--- config.mk ---
export PLATFORM = sky130hd
export DESIGN_NAME = tiny_fft_ctrl
export DESIGN_NICKNAME = d
export VERILOG_FILES = /design/src/rtl/tiny_fft_pkg.sv /design/src/rtl/tiny_fft_gap_timer.sv /design/src/rtl/tiny_fft_ctrl.sv
export SDC_FILE = /design/constraint.sdc
export NUM_CORES = 1
export LEC_CHECK = 0
export ABC_AREA = 1
export ABC_CLOCK_PERIOD_IN_PS = 1700
export CAP_MARGIN = 20
export CORE_UTILIZATION = 43
export CTS_CLUSTER_SIZE = 14
export DETAILED_ROUTE_END_ITERATION = 16
export HOLD_SLACK_MARGIN = 0.12
export PLACE_DENSITY = 0.85
export SLEW_MARGIN = 20
export SYNTH_ARGS = -nofsm -noshare
export SYNTH_HDL_FRONTEND = slang
export SYNTH_HIERARCHICAL = 1
export SYNTH_SLANG_ARGS = --single-unit
--- constraint.sdc ---
create_clock -name clk -period 1.7 [get_ports clk]
set_input_delay 0.34 -clock clk [delete_from_list [all_inputs] [get_ports clk]]
set_output_delay 0.34 -clock clk [all_outputs]
set_load 0.05 [all_outputs]
--- src/rtl/tiny_fft_pkg.sv ---
// rtl/tiny_fft_pkg.sv - shared types and default sizes for the tiny FFT frame sequencer
package tiny_fft_pkg;

  localparam int FFT_DATA_W   = 4;
  localparam int FFT_N_POINTS = 4;
  localparam int FFT_IDX_W    = $clog2(FFT_N_POINTS);

  typedef enum logic [1:0] {
    ST_IDLE    = 2'd0,
    ST_LOAD    = 2'd1,
    ST_COMPUTE = 2'd2,
    ST_DRAIN   = 2'd3
  } fft_state_e;

endpackage

--- src/rtl/tiny_fft_gap_timer.sv ---
// rtl/tiny_fft_gap_timer.sv - idle-gap counter between accepted samples during LOAD
module tiny_fft_gap_timer #(
  parameter int LOAD_TIMEOUT = 15
) (
  input  logic clk,
  input  logic reset,
  input  logic clear,
  input  logic enable,
  output logic expired
);

  localparam int CNT_W = (LOAD_TIMEOUT > 1) ? $clog2(LOAD_TIMEOUT + 1) : 1;
  localparam logic [CNT_W-1:0] LIMIT = CNT_W'((LOAD_TIMEOUT > 0) ? LOAD_TIMEOUT - 1 : 0);

  logic [CNT_W-1:0] count;

  // Fires on the idle cycle whose increment would reach LOAD_TIMEOUT; zero disables it.
  assign expired = (LOAD_TIMEOUT != 0) && enable && !clear && (count == LIMIT);

  always_ff @(posedge clk or negedge reset) begin
    if (!reset) begin
      count <= '0;
    end else if (clear) begin
      count <= '0;
    end else if (enable) begin
      count <= count + 1'b1;
    end
  end

endmodule

--- src/rtl/tiny_fft_ctrl.sv ---
// rtl/tiny_fft_ctrl.sv - frame sequencer: loads samples into the FFT datapath and drains its bins
module tiny_fft_ctrl
  import tiny_fft_pkg::*;
#(
  parameter int DATA_W        = FFT_DATA_W,
  parameter int N_POINTS      = FFT_N_POINTS,
  parameter int IDX_W         = FFT_IDX_W,
  parameter int SETTLE_CYCLES = 1,
  parameter int LOAD_TIMEOUT  = 15,
  parameter int FRAME_CNT_W   = 4
) (
  input  logic                   clk,
  input  logic                   reset,
  input  logic                   in_valid,
  input  logic [DATA_W-1:0]      in_data,
  output logic                   in_ready,
  output logic                   dp_wr_en,
  output logic [IDX_W-1:0]       dp_wr_idx,
  output logic [DATA_W-1:0]      dp_wr_data,
  output logic [IDX_W-1:0]       dp_rd_idx,
  input  logic [DATA_W-1:0]      dp_rd_data,
  output logic                   out_valid,
  output logic [DATA_W-1:0]      out_data,
  output logic                   out_first,
  output logic                   out_last,
  input  logic                   out_ready,
  output logic                   busy,
  output logic [FRAME_CNT_W-1:0] frame_cnt,
  output logic                   err_timeout
);

  localparam logic [IDX_W-1:0] LAST_IDX    = IDX_W'(N_POINTS - 1);
  localparam logic [3:0]       SETTLE_LAST = 4'(SETTLE_CYCLES - 1);

  fft_state_e state, state_nxt;

  logic [IDX_W-1:0]       wr_cnt, wr_cnt_nxt;
  logic [IDX_W-1:0]       rd_cnt, rd_cnt_nxt;
  logic [3:0]             settle_cnt, settle_cnt_nxt;
  logic                   out_valid_nxt;
  logic [DATA_W-1:0]      out_data_nxt;
  logic [FRAME_CNT_W-1:0] frame_cnt_nxt;
  logic                   err_timeout_nxt;

  logic accept;
  logic bin_taken;
  logic gap_clear;
  logic gap_enable;
  logic gap_expired;

  assign in_ready   = (state == ST_IDLE) || (state == ST_LOAD);
  assign accept     = in_valid && in_ready;
  assign dp_wr_en   = accept;
  assign dp_wr_idx  = wr_cnt;
  assign dp_wr_data = in_data;
  assign busy       = (state != ST_IDLE);

  // rd_cnt runs one ahead of the presented bin, so it wraps to 0 while the last bin is shown.
  assign dp_rd_idx  = (state == ST_DRAIN) ? rd_cnt : '0;
  assign bin_taken  = out_valid && out_ready;
  assign out_first  = out_valid && (rd_cnt == IDX_W'(1));
  assign out_last   = out_valid && (rd_cnt == '0);

  assign gap_enable = (state == ST_LOAD);
  assign gap_clear  = accept || (state != ST_LOAD);

  tiny_fft_gap_timer #(
    .LOAD_TIMEOUT(LOAD_TIMEOUT)
  ) u_gap_timer (
    .clk    (clk),
    .reset  (reset),
    .clear  (gap_clear),
    .enable (gap_enable),
    .expired(gap_expired)
  );

  always_comb begin
    state_nxt       = state;
    wr_cnt_nxt      = wr_cnt;
    rd_cnt_nxt      = rd_cnt;
    settle_cnt_nxt  = settle_cnt;
    out_valid_nxt   = out_valid;
    out_data_nxt    = out_data;
    frame_cnt_nxt   = frame_cnt;
    err_timeout_nxt = err_timeout;

    case (state)
      ST_IDLE: begin
        if (accept) begin
          wr_cnt_nxt = IDX_W'(1);
          state_nxt  = ST_LOAD;
        end
      end
      ST_LOAD: begin
        if (accept) begin
          if (wr_cnt == LAST_IDX) begin
            wr_cnt_nxt     = '0;
            settle_cnt_nxt = '0;
            state_nxt      = ST_COMPUTE;
          end else begin
            wr_cnt_nxt = wr_cnt + 1'b1;
          end
        end else if (gap_expired) begin
          wr_cnt_nxt      = '0;
          err_timeout_nxt = 1'b1;
          state_nxt       = ST_IDLE;
        end
      end
      ST_COMPUTE: begin
        settle_cnt_nxt = settle_cnt + 4'd1;
        if (settle_cnt == SETTLE_LAST) begin
          out_data_nxt  = dp_rd_data;
          out_valid_nxt = 1'b1;
          rd_cnt_nxt    = IDX_W'(1);
          state_nxt     = ST_DRAIN;
        end
      end
      ST_DRAIN: begin
        if (bin_taken) begin
          if (rd_cnt == '0) begin
            out_valid_nxt = 1'b0;
            rd_cnt_nxt    = '0;
            frame_cnt_nxt = frame_cnt + 1'b1;
            state_nxt     = ST_IDLE;
          end else begin
            out_data_nxt = dp_rd_data;
            rd_cnt_nxt   = rd_cnt + 1'b1;
          end
        end
      end
      default: state_nxt = ST_IDLE;
    endcase
  end

  always_ff @(posedge clk or negedge reset) begin
    if (!reset) begin
      state       <= ST_IDLE;
      wr_cnt      <= '0;
      rd_cnt      <= '0;
      settle_cnt  <= '0;
      out_valid   <= 1'b0;
      out_data    <= '0;
      frame_cnt   <= '0;
      err_timeout <= 1'b0;
    end else begin
      state       <= state_nxt;
      wr_cnt      <= wr_cnt_nxt;
      rd_cnt      <= rd_cnt_nxt;
      settle_cnt  <= settle_cnt_nxt;
      out_valid   <= out_valid_nxt;
      out_data    <= out_data_nxt;
      frame_cnt   <= frame_cnt_nxt;
      err_timeout <= err_timeout_nxt;
    end
  end

endmodule

[Word-level counts from Yosys, hierarchy flattened]
Index checks and enable logic that the tools add are counted.
Word-level totals
  flip-flop bits (word level): 24
  bits of input ports: 12
  output and inout port bits: 23
  logic and storage cells: 85
Cells by class
  add/subtract/negate cells: 5
  equality and inequality tests: 16
  mux-type cells: 29
  bitwise operators: 1
  reductions and logical operators: 25
Operators by type and width (count)
  4-bit 2-to-1 mux: 7
  2-bit 2-to-1 mux: 13
  4-bit case mux with 2 select lines: 2
  3-bit AND reduction: 5
  4-bit by 1-bit adder with 4-bit output (second input constant): 3
  2-bit != test (second input constant): 5
  2-bit nonzero test: 5
  2-bit case mux with 2 select lines: 2
  2-bit case mux with 4 select lines: 1
  4-bit AND reduction: 2
  2-bit == test (second input constant): 3
  1-bit logical AND: 6
  2-bit by 1-bit != test with 1-bit output (second input constant): 3
  3-bit by 2-bit != test with 1-bit output (second input constant): 2
  6-bit AND reduction: 1
  2-bit by 1-bit adder with 2-bit output (second input constant): 2
  2-bit by 1-bit == test with 1-bit output (second input constant): 2
  4-bit == test (second input constant): 1
  2-bit logical NOT: 2
  4-bit logical NOT: 1
  1-bit 2-to-1 mux: 3
  1-bit logical OR: 2
  1-bit case mux with 2 select lines: 1
  1-bit logical NOT: 1
  1-bit inverter: 1

[Logic depth before layout (Yosys ltp)]
Gate-level depths: netlist of the first run.
  depth after elaboration: 10
  gate-level depth with buffers: 14
  mapped depth without buffers: 13

[Cells and area by module]
The synthesis of the first run kept the hierarchy.
Modules (own cells, without submodules)
  tiny_fft_ctrl: times used 1, cells an instance 131, area each 1142.3 um^2, sequential area each 500.5 um^2
  tiny_fft_gap_timer: times used 1, cells an instance 27, area each 215.2 um^2, sequential area each 100.1 um^2

[Worst setup path after synthesis of the first run]
No wires, ideal clock.
  kind: register -> register
  start point: reg state[0]
  end point: reg with a tool-made name
  setup time: 0.117 ns
  data arrival time: 1.633 ns
  required time: 1.583 ns
  slack: -0.050 ns
  cell stages (with the launch flop): 15
  path buffers: 1
  clock period less this slack: 1.750 ns
  cells stage by stage: dfrtp_1 > buf_4 > inv_1 > nor2_2 > nand2_1 > inv_1 > nand2_1 > nor2_1 > inv_1 > nand3_1 > nand2_1 > nor2_1 > nand3_1 > nand2_1 > nand2_1
RTL lines
  start: declaration: line tiny_fft_ctrl.sv:35  | fft_state_e state, state_nxt;
  start signal: assignment: line tiny_fft_ctrl.sv:146  | state <= state_nxt;

==> results of run 1 <==
routing by layer:
layer  up-vias  share of wire, %  track usage [%]
met1       515                47             21.6
met2        25                50             26.1
met3         2               3.3             2.01
li1        573                 -                -
met5         -                 0                0
met4         0              0.41             6.46
state kept, by name, summed over array words and instances (netlist names), named ones only:
name / count
frame_cnt: 4
out_data: 4
settle_cnt: 4
u_gap_timer/count: 4
dp_wr_idx: 2
rd_cnt: 2
err_timeout: 1
out_valid: 1
state: 1
cells by family after synthesis:
| family | after synthesis |
|---|---|
| xor gates and xnor gates | 4 |
| AOI/OAI and AO/OA | 18 |
| DFF | 24 |
| and+or+nand+nor | 76 |
| buffers and inverters | 26 |
| muxes | 1 |
| adders and majority gates | 9 |
what timing repair did:
action,in CTS,in global routing
buffers inserted,0,1
setup endpoints to repair,2,8
resized for setup,5,9
hold buffers,0,0
pin swaps,0,3
power breakdown:
| group | switching (W) | internal, W |
|---|---|---|
| Sequential | 0.000161 | 0.000757 |
| Clock | 0.000165 | 0.000131 |
| Combinational | 0.00110 | 0.000678 |
cell type report:
class,instances,area (um2),share of cell area [%]
Inverter,21,86.3,4.72
Tap cell,44,55.1,3.01
Multi-Input combinational cell,108,666,36.4
Clock buffer,4,36.3,1.98
Timing Repair Buffer,37,387,21.1
Sequential cell,24,601,32.8
per-stage QoR:
| step | cell area, um2 | setup WS [ps] | hold slack, ps | TNS (ps) | std cells |
|---|---|---|---|---|---|
| 4_1_cts | 1810 | 13.8 | 367 | 0 | 237 |
| 5_1_grt | 1830 | -44.4 | 401 | -169 | 238 |
| 6_report | 1830 | 39.5 | 365 | 0 | 238 |
| 2_1_floorplan | 1360 | 28.1 | 44.4 | 0 | 158 |
| 3_3_place_gp | 1760 | -62.1 | 456 | -95.7 | 233 |
| 3_5_place_dp | 1760 | -134 | 462 | -243 | 233 |
cells in the mapped netlist, drive strengths merged:
cell	count
a21oi	4
a32o	1
buf	5
dfrtp	24
ha	9
inv	21
mux2	1
nand2	45
nand3	13
nand4	2
nor2	15
o21ai	12
o21bai	1
or2	1
xnor2	2
xor2	2
placed cells by master (no fill, tap or decap), drive strengths merged:
master | synthesis | layout
o21ai | 12 | 12
nand3 | 13 | 13
nand2 | 45 | 45
dfrtp | 24 | 24
a32o | 1 | 1
or2 | 1 | 1
mux2 | 1 | 1
xor2 | 2 | 2
clkdlybuf4s50 | 0 | 7
xnor2 | 2 | 2
a21oi | 4 | 4
nand4 | 2 | 2
inv | 21 | 21
clkbuf | 0 | 4
buf | 5 | 30
ha | 9 | 9
o21bai | 1 | 1
nor2 | 15 | 15
worst max path at each step:
stage / start / to / slack, ps
after floorplan: state[0] / register / 30
after global placement: in_valid / register / -60
after detailed placement: in_valid / register / -130
after CTS: register / busy / 10
after global routing: register / dp_rd_idx[1] / -40
final: register / dp_rd_idx[0] / 40
worst max-delay path, cell delays in order (launching register included):
cell                      delay [ps]
sky130_fd_sc_hd__dfrtp_1         430
sky130_fd_sc_hd__buf_6           150
sky130_fd_sc_hd__nand2_4          80
sky130_fd_sc_hd__nor2_1          180
sky130_fd_sc_hd__buf_12          170
==> summary.md, run 1 <==
The run finished with clean final reports. The beginning of the worst register-to-register path was state[0]. The length of the first detailed-routing pass in iterations was 4; the relative max-transition margin was 79.6%. After synthesis, the share of cell area in mux cells is 0.829%.

At the worst endpoint, the arrival time is 1320 ps. The synthesized netlist devotes 8.29% of its cell area to adder and majority cells. The tools report the via count of the first global-routing pass as 1027. The maximum number of pins on one net before global-route repair is 25, and the die extent in y is 58.2 um. The number of endpoints with negative hold slack in the final report was 0. The final layout contains 216 nets. The logs give 0.00339 mm2 for the area of the die and 20 for the floorplan row count. The number of different library cells used by synthesis comes to 26. Across all register-to-register paths, the minimum setup slack is 140 ps.

The smallest clock period supported by the final layout is computed as 1660 ps. Detailed placement finished with a half-perimeter wire length of 1840 um. The overall routing resource usage was 16.0%; the number of buffers created by CTS was 3. Summed over all cells, the static leakage comes to 0.953 nW.

Data on the critical path is required at its endpoint by 1360 ps. Detailed-route via count: 1115. The type of origin of the critical path is a register. For the number of max-slew violations in the final report, the log shows 0.

Cells with a size suffix above 1 make up 29.9% of the layout. In the finished design, the share of the clock period the worst path needs comes to 97.7%. The slew at the pin with the worst max-slew slack came out at 306 ps. The logs give 0.789 for the final weighted congestion of routability-driven global placement and 35 for the I/O pin total. On the final layout, the worst clock skew is 7.29 ps. The count of antenna diodes in the layout came out at 0.

The run gives 4150 um as the first-pass GRT wire length. The clock passes through at most 2 buffers. In this run the power density over the cells is 1640 mW/mm2. Setup repair after global routing could not meet its margin everywhere. The area growth from synthesis to layout is 34.8%. The total standard cell area after synthesis is 0.00136 mm2, and the post-synthesis compound-gate area fraction is 7.19%. The critical path is of the register to primary output type. In the routed design, unresolved DRC markers number 0.

The Yosys step of the flow raised 6 warnings. The worst setup path is captured at a primary output. The via-per-instance ratio works out to 4.68. The overall routed net length is 2460 um. A synthesized cell averages 8.59 um2. The maximum vdd drop was 0.888 mV.

The flip-flop and latch count after synthesis came out at 24. Clock-pin slew was measured on the worst setup and hold paths at 130 ps. The buffer cell driving the clock tree root is sky130_fd_sc_hd__clkbuf_4. Of the total synthesized cell area, the portion taken by AND, OR, NAND and NOR gates is 28.1%. Summed over its instances, the top area cell type makes up 44.2% of the synthesized netlist area. The total setup violations reported at the end of the flow is 0.

Port buffering added 26 buffers. In the final routed layout, each cell accounts on average for 10.3 um. The layout has 257 filler cells. The tools report the final core area utilization as 60.5%. For the worst-skew pair, the clock arrives at the later sink with an insertion delay of 310 ps. Summed over all instances, the cell type with the most area after synthesis is sky130_fd_sc_hd__dfrtp_1. The tools report the initial antenna violation count as 0.

The clock net in this run drives a total of 24 sinks. In this run the remaining antenna-violating nets after routing total 0. The core region is 0.00303 mm2. In the post-synthesis netlist, the biggest area contributors are sky130_fd_sc_hd__dfrtp_1 44%, sky130_fd_sc_hd__nand2_1 11%, sky130_fd_sc_hd__ha_1 8.3%. In this run the worst path has a maximum fanout of 6. The path class of the tightest hold or removal check is input pin to async pin.

The width of the die came out at 58.2 um. The initial standard-cell utilization of the core was 44.8%. The power after layout came out at 0.00300 W.

Sequential cells were found to cover 44.2% of the synthesized design area. The logic depth of the worst register-to-register path works out to 12. Net count of the mapped netlist: 179. The level count of the clock H-tree is 1.

The main combinational cell family by area after synthesis was simple AND/OR/NAND/NOR gates. The xor/xnor share of the synthesized area is 2.58%, and the number of violations of the max-capacitance limit is 0. The total global routing overflow is 0, and the starting DRC count in detailed routing is 23. Timing would allow up to 602 MHz. TritonCTS built the clock tree.

The run gives 158 as the cell count after synthesis.
(Power assumes the default switching activity.)
==> run 2: changes to the inputs <==
--- a/config.mk
+++ b/config.mk
@@ -6,13 +6,13 @@
 export NUM_CORES = 1
 export LEC_CHECK = 0
 export ABC_AREA = 1
-export ABC_CLOCK_PERIOD_IN_PS = 1700
+export ABC_CLOCK_PERIOD_IN_PS = 2100
 export CAP_MARGIN = 20
-export CORE_UTILIZATION = 43
+export CORE_UTILIZATION = 52
 export CTS_CLUSTER_SIZE = 14
 export DETAILED_ROUTE_END_ITERATION = 16
 export HOLD_SLACK_MARGIN = 0.12
-export PLACE_DENSITY = 0.85
+export PLACE_DENSITY = 0.94
 export SLEW_MARGIN = 20
 export SYNTH_ARGS = -nofsm -noshare
 export SYNTH_HDL_FRONTEND = slang
==> constraint.sdc (replaced) <==
create_clock -name clk -period 2.1 [get_ports clk]
set_input_delay 0.42 -clock clk [delete_from_list [all_inputs] [get_ports clk]]
set_output_delay 0.42 -clock clk [all_outputs]
set_load 0.05 [all_outputs]
==> summary.md, run 2 (synthesis gave the netlist of run 1 again) <==
For the worst setup path, the data arrival time is 1590 ps. Dividing the detail-routed wire length by the instance count gives 13.1 um. Max-cap violations in this run came to 0.

The met3 routing resource usage after global routing is 2.59%. The library cells used most frequently in the layout, excluding fill and tap cells, are 40 x sky130_fd_sc_hd__nand2_1, 24 x sky130_fd_sc_hd__dfrtp_1, 19 x sky130_fd_sc_hd__inv_1. 0 antenna diodes ended up in the layout.

The die is 53.1 um tall. The final clock period utilization by the worst path works out to 95.9%. The tools report the buffer cell driving the clock tree root as sky130_fd_sc_hd__clkbuf_4. For this run, design rule violations remaining after detail routing come to 0.

The library cell used most frequently in the layout, excluding fill and tap cells, is sky130_fd_sc_hd__nand2_1. Routability-driven placement finished with a final weighted congestion of 0.805. After filler insertion, the fill cell instance count of the layout stands at 197. Measured on the finished design, the core utilization comes to 68.7%.

The clock-pin slew reported for the worst setup and hold paths after clock tree synthesis came out at 140 ps. The maximum vdd drop was 1.06 mV. For the number of endpoints with negative hold slack in the final report, the log shows 0. The maximum number of pins on one net before global-route repair was 25; the overall routed net length was 2830 um.

Before CTS, the worst setup slack after placement is -2.26 ps. Once placement completed, the tool counted placed cells totaling 212. The number of max-slew violations in the final report was 0. The tools report the length of the first detailed-routing pass in iterations as 4. The class of the tightest hold or removal check was input pin to async pin. The first global-routing pass estimated 4370 um of wire. The number of buffers and inverters on the critical path was 1.

The kind of cell with the highest combined delay along the critical path is buffers and inverters. The run gives 1 as the level count of the clock H-tree. For the pin with the worst max-slew slack, the measured transition is 543 ps. The slowest stage of the critical path belongs to the cell sky130_fd_sc_hd__clkdlybuf4s50_1. Across every metal layer, demand over resource in global routing totals 22.0%. The smallest setup slack after layout is 85.6 ps.

TritonCTS built the clock tree. The run gives 0 as the total setup violations reported at the end of the flow. The post-route netlist has 15.1% of its cells at a drive strength greater than 1. The tools report the worst clock skew as 9.19 ps.

After floorplanning, the core was divided into 18 placement rows. The run gives 0 as the number of antenna-violating nets in the routed design. The count of cells in the finished layout, fillers not included, comes to 216.

Summing all placed instances gives a cell area of 0.00165 mm2. The detailed-route via count was 1144; the relative max-transition margin was 63.7%. Of all nets on the critical path, the largest fanout is 4.

The share of total power dissipated in sequential elements is 31.1%. Global routing consumed, on the met1 layer, 24.6% of the routing resources. The tools report the leakage power total as 0.894 nW.

Pin placement for this block handled 35 I/O pins. The run finished with clean final reports. The clock period minus final worst setup slack was 2010 ps. Once the floorplan was initialized, standard cells occupied 54.8% of the core.

The run gives 54.7% as the relative contribution of combinational cells to total power. The number of buffer cells added on primary ports is 26. For the clock group share of total power, the log shows 14.1%. For the internal power contribution, the log shows 0.00124 W. Setup repair after global routing left no endpoint under its margin. The worst setup path is of the register to primary output kind. The clock passes through at most 2 buffers. The number of setup buffers added after CTS is 0.

The initial antenna violation count came out at 0. Traced cell by cell, the critical path runs through clkdlybuf4s50_1. The largest single stage delay on the critical path is 830 ps.

The tools report the total number of nets in the final design as 208. In this run the worst setup path begins at frame_cnt[1]. From synthesis to final layout, the design area changed by 25.4%.

The busiest metal layer after global routing was met2. The via-per-instance ratio is 5.30, and the cell area after layout is 0.00170 mm2. The sink count of the clock tree is 24.

The clock latency on the worst-skew pair was 330 ps. The type of origin of the critical path was a register. The data required time of the worst path is 1680 ps.

After floorplanning, the core was sized to cover 0.00248 mm2. The logs give 3 for the number of buffers created by CTS and 320 ps for the slack of the worst reg-to-reg path. After legalization and detailed placement, the total HPWL measured 2080 um. For this design the total switching power over the nets is 0.00116 W. The total overflow left after global routing is 0. The via count of the first global-routing pass is 1081.

The power density over the cells is 1410 mW/mm2, and the width of the die is 53.1 um. The starting DRC count in detailed routing came out at 36. The critical path endpoint category is a primary output.

For the area of the die, the log shows 0.00282 mm2. Derived from the worst setup path, the maximum achievable clock frequency is 496 MHz. Net switching is 48.3% of the power. Global routing used 39.5% of the available met2 tracks.
[run 2: timing repair]
item                                    CTS  global route
hold buffers                              0             0
endpoints found under the setup margin    0             1
resized for setup                         0             1
[run 2: final cells by class]
class                      count  area [um2]  area share [%]
multi-input combinational    108         638            37.5
sequential                    24         601            35.3
timing repair buffer          29         293            17.2
inverter                      21        81.3            4.78
tap                           30        37.5            2.20
clock inverter                 1        30.0            1.76
clock buffer                   3        22.5            1.32
[run 2: final timing paths]
| check | end | cells after the start |
|---|---|---|
| setup / recovery | frame_cnt[1] | 1 |
| hold / removal | u_gap_timer/count[0] | 2 |
| setup reg to reg | state[0] | 12 |
| hold reg to reg | frame_cnt[3] | 1 |
| max in group asynchronous | state[0] | 2 |
| min in group clk | frame_cnt[3] | 1 |
[run 2: layer usage]
metal / wire [um] / up-vias
met3: 167 / 9
met4: 85 / 0
li1: - / 553
met1: 1200 / 535
met5: 0 / -
met2: 1380 / 47
[run 2: metrics by stage]
step	hold WS, ps	total power (W)	setup TNS, ps
CTS	424	0.00240	0
global placement	456	0.00198	0
finish	420	0.00240	0
detailed placement	462	0.00205	-2.26
floorplan	124	0.00164	0
global route	440	0.00254	0
[run 2: power groups by stage]
stage | clock (W) | sequential (W) | combinational [W]
global placement | 0 | 0.000739 | 0.00124
detailed placement | 0 | 0.000753 | 0.00130
global route | 0.000360 | 0.000768 | 0.00141
CTS | 0.000341 | 0.000749 | 0.00131
finish | 0.000340 | 0.000748 | 0.00131
floorplan | 0 | 0.000996 | 0.000644
